===== src/rtl/point_table_loader.sv =====
// point_table_loader
// Writer side of the 16-entry point table scanned by the line-point counter.
// Table bytes arrive over a valid/ready stream and are stored verbatim in a
// register-file table. START is raised once the table is complete and held
// until the counter reports DONE, after which the loader reopens for filling.
// The counter-side read port is combinational.
//
// Optional feature: define POINT_TABLE_CHECKSUM_EN to require a trailing
// checksum byte (sum mod 2^WIDTH of the table bytes) before START is raised.
// Without the macro there is no checksum state and chk_err is tied low.
module point_table_loader #(
    parameter int DEPTH  = 16,
    parameter int WIDTH  = 8,
    parameter int ADDR_W = 4
) (
    input  logic              clock,
    input  logic              reset,
    input  logic              in_valid,
    input  logic [WIDTH-1:0]  in_data,
    output logic              in_ready,
    output logic              START,
    input  logic              DONE,
    input  logic [ADDR_W-1:0] rd_addr,
    output logic [WIDTH-1:0]  rd_data,
    output logic [ADDR_W:0]   fill_level,
    output logic              chk_err
);

    typedef enum logic [1:0] {
        S_FILL  = 2'd0,
        S_CHECK = 2'd1,
        S_RUN   = 2'd2
    } state_t;

    state_t              state_q, state_d;
    logic [ADDR_W-1:0]   wr_ptr_q, wr_ptr_d;
    logic [ADDR_W:0]     fill_q, fill_d;
    logic                start_q, start_d;
    logic [WIDTH-1:0]    tbl_q [DEPTH];
    logic [WIDTH-1:0]    tbl_d [DEPTH];
    logic                in_ready_s;
    logic                accept_s;

`ifdef POINT_TABLE_CHECKSUM_EN
    logic [WIDTH-1:0]    sum_q, sum_d;
    logic                chk_err_q, chk_err_d;
`endif

    // Next-state, table write and handshake logic.
    always_comb begin
        state_d    = state_q;
        wr_ptr_d   = wr_ptr_q;
        fill_d     = fill_q;
        start_d    = start_q;
        tbl_d      = tbl_q;
        in_ready_s = 1'b0;
        accept_s   = 1'b0;
`ifdef POINT_TABLE_CHECKSUM_EN
        sum_d      = sum_q;
        chk_err_d  = 1'b0;
`endif
        case (state_q)
            S_FILL: begin
                // Ready is withheld during the reset cycle itself.
                in_ready_s = ~reset;
                accept_s   = in_valid & in_ready_s;
                if (accept_s) begin
                    tbl_d[wr_ptr_q] = in_data;
                    wr_ptr_d        = wr_ptr_q + {{(ADDR_W-1){1'b0}}, 1'b1};
                    fill_d          = fill_q + {{ADDR_W{1'b0}}, 1'b1};
`ifdef POINT_TABLE_CHECKSUM_EN
                    sum_d           = sum_q + in_data;
`endif
                    if (wr_ptr_q == ADDR_W'(DEPTH - 1)) begin
`ifdef POINT_TABLE_CHECKSUM_EN
                        state_d = S_CHECK;
`else
                        state_d = S_RUN;
                        start_d = 1'b1;
`endif
                    end else begin
                        state_d = S_FILL;
                    end
                end else begin
                    state_d = S_FILL;
                end
            end
`ifdef POINT_TABLE_CHECKSUM_EN
            S_CHECK: begin
                // The byte accepted here is the checksum; it is never stored.
                in_ready_s = ~reset;
                accept_s   = in_valid & in_ready_s;
                if (accept_s) begin
                    if (in_data == sum_q) begin
                        state_d = S_RUN;
                        start_d = 1'b1;
                    end else begin
                        state_d   = S_FILL;
                        chk_err_d = 1'b1;
                        fill_d    = {(ADDR_W+1){1'b0}};
                        sum_d     = {WIDTH{1'b0}};
                    end
                end else begin
                    state_d = S_CHECK;
                end
            end
`endif
            S_RUN: begin
                // Table frozen; START held until the counter reports DONE.
                start_d = 1'b1;
                if (DONE) begin
                    state_d = S_FILL;
                    start_d = 1'b0;
                    fill_d  = {(ADDR_W+1){1'b0}};
`ifdef POINT_TABLE_CHECKSUM_EN
                    sum_d   = {WIDTH{1'b0}};
`endif
                end else begin
                    state_d = S_RUN;
                end
            end
            default: begin
                state_d  = S_FILL;
                start_d  = 1'b0;
                wr_ptr_d = {ADDR_W{1'b0}};
                fill_d   = {(ADDR_W+1){1'b0}};
            end
        endcase
    end

    // State, pointer, level, START and table registers with synchronous reset.
    always_ff @(posedge clock) begin
        if (reset) begin
            state_q  <= S_FILL;
            wr_ptr_q <= {ADDR_W{1'b0}};
            fill_q   <= {(ADDR_W+1){1'b0}};
            start_q  <= 1'b0;
            for (int i = 0; i < DEPTH; i++) begin
                tbl_q[i] <= {WIDTH{1'b0}};
            end
        end else begin
            state_q  <= state_d;
            wr_ptr_q <= wr_ptr_d;
            fill_q   <= fill_d;
            start_q  <= start_d;
            for (int i = 0; i < DEPTH; i++) begin
                tbl_q[i] <= tbl_d[i];
            end
        end
    end

`ifdef POINT_TABLE_CHECKSUM_EN
    // Running checksum and one-cycle mismatch pulse.
    always_ff @(posedge clock) begin
        if (reset) begin
            sum_q     <= {WIDTH{1'b0}};
            chk_err_q <= 1'b0;
        end else begin
            sum_q     <= sum_d;
            chk_err_q <= chk_err_d;
        end
    end

    assign chk_err = chk_err_q;
`else
    assign chk_err = 1'b0;
`endif

    assign in_ready   = in_ready_s;
    assign START      = start_q;
    assign fill_level = fill_q;
    assign rd_data    = tbl_q[rd_addr];

endmodule


===== config.mk =====
export PLATFORM = sky130hd
export DESIGN_NAME = point_table_loader
export DESIGN_NICKNAME = d
export VERILOG_FILES = /design/src/rtl/point_table_loader.sv
export SDC_FILE = /design/constraint.sdc
export NUM_CORES = 1
export LEC_CHECK = 0
export CORE_ASPECT_RATIO = 0.9
export CORE_MARGIN = 1.5
export CORE_UTILIZATION = 49
export DETAILED_ROUTE_END_ITERATION = 16
export PLACE_DENSITY = 0.79
export SETUP_SLACK_MARGIN = 0.02
export SLEW_MARGIN = 20
export SYNTH_ARGS = -nofsm -noshare
export SYNTH_HDL_FRONTEND = slang
export SYNTH_SLANG_ARGS = --single-unit
export TNS_END_PERCENT = 1

===== constraint.sdc =====
create_clock -name clock -period 1.9 [get_ports clock]
set_input_delay 0.38 -clock clock [delete_from_list [all_inputs] [get_ports clock]]
set_output_delay 0.38 -clock clock [all_outputs]
set_load 0.01 [all_outputs]

Yosys cells after proc, flatten, opt, wreduce, memory -nomap -nowiden
Cells that the tools add are included.

word-level totals
  memories = 0
  bits in latches = 0
  input bits = 16
  memory bits (writable) = 0
  logic and storage cells = 61
  register bits = 140
  output and inout port bits = 16
  ROM bits = 0

cells by class
  multiply operators = 0
  equal/unequal tests = 5
  shift operators = 0
  magnitude comparators = 3
  div/mod/pow operators = 0
  add/subtract/negate cells = 2
  multiplexer cells = 20
  bitwise operators = 5
  reduce and logical (&&, ||, !) cells = 6

operator list
  operator                                                                      count
  128-bit bitwise mux                                                           1
  8-bit binary-select mux with 4-bit select                                     1
  8-bit demux with 4-bit select                                                 1
  8-bit two-way mux                                                             3
  5-bit >= comparator, second input constant                                    2
  5-bit two-way mux                                                             2
  4-bit inverter with 5-bit output                                              2
  5-bit one-hot mux with 2 select lines                                         1
  4-bit one-hot mux with 2 select lines                                         1
  2-bit AND reduction                                                           4
  2-bit two-way mux                                                             3
  2-bit != test, second input constant                                          3
  5-bit by 1-bit adder with 5-bit output, second input constant                 1
  5-bit by 1-bit less-than comparator with 1-bit output, second input constant  1
  4-bit by 1-bit adder with 4-bit output, second input constant                 1
  4-bit equality test, second input constant                                    1
  1-bit two-way mux                                                             4
  4-bit two-way mux                                                             1
  2-bit one-hot mux with 2 select lines                                         1
  2-bit equality test, second input constant                                    1
  2-bit zero test                                                               1
  1-bit inverter                                                                2
  1-bit one-hot mux with 2 select lines                                         1
  1-bit bitwise AND                                                             1
  1-bit logical AND                                                             1

Depth between registers and ports, before layout
Gate-level depths: netlist of the first run.

  depth after elaboration = 6
  depth in mapped cells = 7
  depth with buffers taken out = 5

Least setup slack after synthesis of the first run
OpenSTA, ideal clock, no wires.

  kind = input-to-output
  start = in rd_addr[1]
  end = out rd_data[4]
  setup slack = -0.037 ns
  buffers on the path = 3
  arrival time = 1.557 ns
  data required time = 1.520 ns
  cell stages on the path = 6
  path through = buf_2 buf_2 buf_4 mux4_2 a22oi_1 nand2_1

between the ends
  longest elaborated chain between the ends = 4

ends and longest elaborated chain
  element                                                 RTL line  RTL
  from (decl)                                             23        input logic [ADDR_W-1:0] rd_addr,
  4-bit inverter with 5-bit output (implied by the code)  172       assign rd_data = tbl_q[rd_addr];
  8-bit binary-select mux with 4-bit select               172
  8-bit two-way mux (implied by the code) (2 in a row)    172
  to (decl)                                               24        output logic [WIDTH-1:0] rd_data,

Every way passes these cells. The select of a mux whose other input is x is not followed.

Worst setup path in the final report of the first run
  start = reg tbl_q[38] in the netlist's numbering
  end = out rd_data[6]

between the ends
  longest elaborated chain between the ends = 3

ends and longest elaborated chain
  element                                               RTL line  RTL
  from (decl)                                           39        logic [WIDTH-1:0] tbl_q [DEPTH];
  from (signal, indexed assignment)                     139       tbl_q[i] <= {WIDTH{1'b0}};
  from (signal, indexed assignment)                     147       tbl_q[i] <= tbl_d[i];
  8-bit binary-select mux with 4-bit select             172
  8-bit two-way mux (implied by the code) (2 in a row)  172

Every way passes these cells. The select of a mux whose other input is x is not followed.

==> results of run 1 <==
[what timing repair did]
action                                  CTS  global route
gates resized for setup                  52            13
setup buffers                            10             0
pin swaps                                16             6
endpoints found under the setup margin    9             8
gates cloned                              1             0
[power breakdown]
group / switching, mW / total (mW) / internal [mW]
Combinational: 0.315 / 0.530 / 0.215
Sequential: 0.0217 / 2.96 / 2.94
Clock: 1.25 / 3.63 / 2.38
Total: 1.59 / 7.12 / 5.54
[cells in the final DEF, fill, tap and decap left out, types with 2 or more instances in the layout]
master,Yosys,layout
buf_2,26,9
nand2b_1,3,3
dfxtp_1,139,135
clkdlybuf4s50_1,0,16
inv_1,2,2
nand4bb_1,4,4
a41oi_1,2,2
o21ai_1,10,10
dlygate4sd2_1,0,3
nor2_1,10,8
o21ai_0,123,123
buf_4,4,36
clkbuf_16,0,17
nand4_1,2,2
buf_12,0,16
nor2_2,0,2
nor2b_2,0,2
nand2_1,12,10
dfxtp_2,0,4
nand3_1,130,130
nor2b_1,6,4
nor4bb_4,0,4
mux4_2,32,32
clkbuf_8,0,2
clkinv_2,0,6
a211oi_1,2,2
a21oi_1,136,136
a22oi_1,16,2
nand2_2,0,2
a22oi_2,0,14
bufinv_16,0,5
ha_1,5,5
or3_1,3,3
[worst max-delay path by stage]
stage                       to              startpoint
detailed placement  rd_data[3]              rd_addr[2]
global placement    rd_data[3]              rd_addr[2]
CTS                 rd_data[3]  tbl_q[35]$_SDFFE_PP0P_
finish              rd_data[6]  tbl_q[38]$_SDFFE_PP0P_
floorplan           rd_data[1]              rd_addr[0]
global route        rd_data[6]  tbl_q[62]$_SDFFE_PP0P_
[cells by family (layout without fill, tap and decap cells)]
kind of cell               after synthesis  in the layout  synth area share [%]
AOI/OAI and AO/OA                      290            290                 23.27
xor gates and xnor gates                 2              2                0.2704
adders and majority gates                5              5                0.9656
buffers and inverters                  105            117                 6.972
DFF                                    139            139                 42.95
muxes                                   32             32                 11.12
other                                    1              1               0.05788
and+or+nand+nor                        178            178                 14.39
[final cells by class]
class | instances | area (µm²)
sequential | 139 | 2788
fill | 1010 | 4868
tap | 164 | 205.2
timing repair buffer | 83 | 875.8
clock inverter | 13 | 196.4
multi-input combinational | 508 | 3391
inverter | 2 | 7.507
clock buffer | 19 | 452.9
[registers in the layout, summed over array words and instances (netlist names)]
signal,cells
fill_level,5
state_q,1
tbl_q,128
wr_ptr_q,4
START,1
[critical path: stages (launching register included)]
cell and delay (ps):
dfxtp_1 310, mux4_2 520, a22oi_2 210, nand2_1 90, buf_2 140
[layer usage]
metal | global-route usage [%] | wire [µm] | share of wire, % | up-vias
met4 | 14.25 | 599 | 3.1 | 0
li1 | - | - | - | 2741
met5 | 0 | 0 | 0 | -
met3 | 7.388 | 1641 | 8.4 | 58
met1 | 32.88 | 7470 | 38 | 3020
met2 | 49.12 | 9918 | 51 | 369
==> flow_summary_export.csv, run 1 <==
group,metric,value,unit
sta,finalMaxSlewViolations,0,
clocking,cts_tree,"done",
yosys,synthTopCellsByCount,"139 x dfxtp_1, 136 x a21oi_1, 130 x nand3_1",
sta,fin_crit,2066,ps
hold_path,whs_endpoint,"wr_ptr_q[0]$_SDFFE_PP0P_",
sta,whs,459.3,ps
die,pin_count,32,
setup_path,cp_data_required_time,1520,ps
detailed_routing,routed_via_density,6.668,
cells_and_area,postLayoutCoreUtil,61.92,%
clocking,clock_latency,430,ps
setup_path,critPathArrivalTime,1690,ps
status,violations,"negative setup slack",
yosys,yosys_most_used_dff,"dfxtp_1",
cells_and_area,final_cells,928,
cells_and_area,final_layout_size_suffix_gt1_share,20.68,%
yosys,netlist_area,6479,µm²
clocking,ctsHoldBuffers,0,
cells_and_area,area_growth,22.19,%
setup_path,worstReg2RegStart,"wr_ptr_q[0]$_SDFFE_PP0P_",
detailed_routing,vias,6188,
global_route,grt.total_usage,28.44,%
sta,fin_skew,5.758,ps
yosys,ys_ff_latch,139,
die,fp.dieW,124.2,µm
die,start_util,50.68,%
hold_path,hold_depth,3,
power,power_density,899.8,nW/µm²
cells_and_area,antenna_cells,0,
setup_path,r2r-end,"tbl_q[57]$_SDFFE_PP0P_",
global_route,first_global_vias,6137,
yosys,syn-mean-instance-area,8.615,µm²
global_route,grt_pass1_wl,31.45,mm
die,dieArea,13920,µm²
global_route,grt_max_degree,129,
yosys,yosysUniqueCellTypes,32,
sta,hold_violations,0,
sta,setup_violations,8,
clocking,cts_buffers,17,
die,core_area,12780,µm²
yosys,syn_nets,773,
power,leakage,2.604,nW
yosys,synth_edf_count,0,
place,place_ws,-626.7,ps
place,port_buffers,30,
detailed_routing,wl_per_cell,21.15,µm
yosys,seq_area_frac_synth,42.95,%
detailed_routing,drtIter0Drc,852,
yosys,synth_warnings,0,
yosys,netlist.area_leader.share,42.95,%
sta,tns,-1011,ps
place,placed_cell_area,7086,µm²
detailed_routing,antenna_left,0,
sta,worstMarginPinSlew,595.8,ps
cells_and_area,nNetsFinal,772,
place,dp_hpwl,10.73,mm
place,place_inst,885,
detailed_routing,drc,0,
global_route,overflow,0,
place,gp_congestion,0.7858,
global_route,antenna_found_initial,0,
clocking,clock_path_buffers,2,
clocking,cts_sinks,139,
sta,setup_ws,-166.3,ps
clocking,root_buffer,"clkbuf_16",
job,maxCapViolCount,0,
setup_path,path_class,"reg -> out",
yosys,synthMostInstantiatedCell,"dfxtp_1",
detailed_routing,drt_wl_total,19.63,mm
sta,min_period_over_period,108.8,%
yosys,synth_async_sr_flop_share,0,%
setup_path,critPathMaxFanout,2,
setup_path,reg2reg_depth,6,
yosys,ys_top_cells_by_area,"dfxtp_1 43%, mux4_2 11%, a21oi_1 11%, nand3_1 10%, o21ai_0 9.5%",
setup_path,crit_path_end_kind,"primary output",
sta,fmax,484.0,MHz
die,die-height,112.1,µm
setup_path,r2r_slack,200,ps
yosys,synth_area_leader_cell,"dfxtp_1",
detailed_routing,drt_first_pass_iters,5,
clocking,path_clk_slew,60,ps
setup_path,cp-start-kind,"register",
sta,slew_headroom,60.28,%
yosys,syn_inst,752,
status,status,"finished with violations",
sta,rsz0062_at_grt,"yes",
cells_and_area,postLayoutCellArea,7916,µm²
clocking,ctsHtreeMaxLevel,4,
die,row_count,39,
power,p_total,7.123,mW
hold_path,hp-start,"reset",
hold_path,hp-class,"in -> reg",
power,ir_worst_vdd,604.2,µV
Note: power is estimated with default switching activity, not from simulation.
==> run 2, diff against run 1 <==
Settings changed: TNS_END_PERCENT 1 to 30.
==> run 2 against run 1 <==
Net effect: the flow still finishes with violations (negative setup slack); final cell count decreased by 0.65%; clock power decreased by 5.5%; critical path depth increased by 3; global-route usage decreased by 0.35 points; maximum frequency increased by 2.3%; first-iteration DRC count increased by 45%; die area unchanged.
==> flow_summary_export.csv, run 2 (same netlist as run 1, synthesis figures left out) <==
group,metric,value,unit
clocking,cts_sinks,139,
clocking,root_buffer,"clkbuf_16",
sta,slew_headroom,27.91,%
sta,finalMaxSlewViolations,0,
setup_path,path_class,"in -> out",
job,maxCapViolCount,0,
clocking,cts_tree,"done",
place,dp_hpwl,10.56,mm
detailed_routing,drt_wl_total,19.14,mm
power,combPwrFrac,7.4,%
cells_and_area,postLayoutCoreUtil,61.09,%
die,start_util,50.68,%
sta,rsz0062_at_grt,"yes",
sta,hold_violations,0,
global_route,grt_max_degree,105,
setup_path,cp_data_required_time,1520,ps
detailed_routing,routed_via_density,6.714,
setup_path,critPathArrivalTime,1640,ps
power,p_clk_share,49.7,%
cells_and_area,largest_reg_flops,128,
cells_and_area,nNetsFinal,765,
place,place_ws,-595.6,ps
sta,setup_violations,8,
cells_and_area,postLayoutCellArea,7810,µm²
clocking,clock_path_buffers,2,
sta,setup_ws,-120.3,ps
global_route,grt.total_usage,28.09,%
status,violations,"negative setup slack",
detailed_routing,drtIter0Drc,1238,
cells_and_area,layout_commonest_cell,"a21oi_1",
cells_and_area,area_growth,20.55,%
sta,tns,-750.0,ps
sta,worstMarginPinSlew,1081,ps
cells_and_area,fill_cells,1019,
die,dieArea,13920,µm²
cells_and_area,regArea,2788,µm²
status,status,"finished with violations",
setup_path,critPathMaxFanout,4,
power,switching_share,23.14,%
cells_and_area,final_cell_mix,"136 x a21oi_1, 135 x dfxtp_1, 130 x nand3_1",
global_route,overflow,0,
cells_and_area,regMostFlops,"tbl_q",
die,fp.dieW,124.2,µm
die,die-height,112.1,µm
cells_and_area,multi_input_area,3388,µm²
clocking,path_clk_slew,60,ps
power,ir_worst_vdd,681.1,µV
global_route,grt_pass1_wl,31.44,mm
detailed_routing,wl_per_cell,20.76,µm
power,pwr-share-seq,42.9,%
hold_path,hp-class,"in -> reg",
place,placed_cell_area,7048,µm²
die,pin_count,32,
sta,fmax,495.0,MHz
setup_path,crit_path_end_kind,"primary output",
die,row_count,39,
sta,min_period_over_period,106.3,%
sta,fin_crit,2020,ps
detailed_routing,drc,0,
detailed_routing,antenna_left,0,
sta,fin_skew,7.524,ps
global_route,antenna_found_initial,1,
cells_and_area,final_layout_size_suffix_gt1_share,19.68,%
place,port_buffers,30,
die,core_area,12780,µm²
global_route,first_global_vias,6172,
power,p_int,5.303,mW
setup_path,cp-start-kind,"input port",
clocking,clock_latency,430,ps
power,power_density,883.5,nW/µm²
place,gp_congestion,0.7776,
detailed_routing,vias,6190,
power,p_sw,1.597,mW
clocking,ctsHtreeMaxLevel,4,
detailed_routing,drt_first_pass_iters,5,
clocking,cts_buffers,17,
power,leakage,2.554,nW
## run 2: cell types whose count changed in the layout (fill, tap and decap cells not counted), moves of 2 or more
cell	delta
buf_12	-3
buf_4	-6
bufinv_16	-2
clkinv_2	-2
dlygate4sd2_1	-3
dlymetal6s2s_1	+2
## run 2: area by class of cell
cell class                 count  area share [%]
multi-input combinational    508           43.38
sequential                   139           35.69
timing repair buffer          76           10.32
clock buffer                  21           6.024
tap                          164           2.627
clock inverter                11           1.826
inverter                       2         0.09612
antenna                        1         0.03204
## run 2: worst paths after layout
check                                 from                endpoint  slack, ps  cells after the start
hold / removal                       reset   state_q[1]$_SDFF_PP0_        460                      3
setup / recovery                rd_addr[0]              rd_data[1]       -120                      7
setup reg to reg  wr_ptr_q[0]$_SDFFE_PP0P_  tbl_q[24]$_SDFFE_PP0P_        190                      6
hold reg to reg     tbl_q[18]$_SDFFE_PP0P_  tbl_q[18]$_SDFFE_PP0P_        470                      2
## run 2: power groups by stage
stage / logic (mW) / registers [mW] / clock network, mW
6_report: 0.511 / 2.96 / 3.43
5_1_grt: 0.538 / 2.96 / 3.59
4_1_cts: 0.496 / 2.96 / 3.45
3_5_place_dp: 0.466 / 3.02 / 0
3_3_place_gp: 0.453 / 3.02 / 0
2_1_floorplan: 0.282 / 3.02 / 0
## run 2: stage by stage
step / power (mW) / std cells / hold slack, ps
finish: 6.900 / 922 / 457.9
global route: 7.095 / 922 / 461.9
CTS: 6.903 / 921 / 447.2
detailed placement: 3.489 / 885 / 466.3
global placement: 3.474 / 885 / 456.7
floorplan: 3.301 / 752 / 450.6
## run 2: routing by layer
metal | vias up | part of all wire, % | global-route usage (%)
met3 | 68 | 9.6 | 7.102
met5 | - | 0 | 0
met2 | 414 | 50 | 46.78
met4 | 0 | 3.1 | 14.18
li1 | 2732 | - | -
met1 | 2976 | 37 | 34.00
## run 2: critical path: stages
cell and delay [ps]:
buf_12 110, buf_12 120, buf_12 120, mux4_2 520
a22oi_2 170, nand2_1 80, buf_2 140
## run 2: timing repair
item,CTS,global route
setup buffers,3,0
setup endpoints to repair,9,10
gates resized for setup,54,12
hold buffers,0,0
gates cloned,1,0
pin swaps,18,2
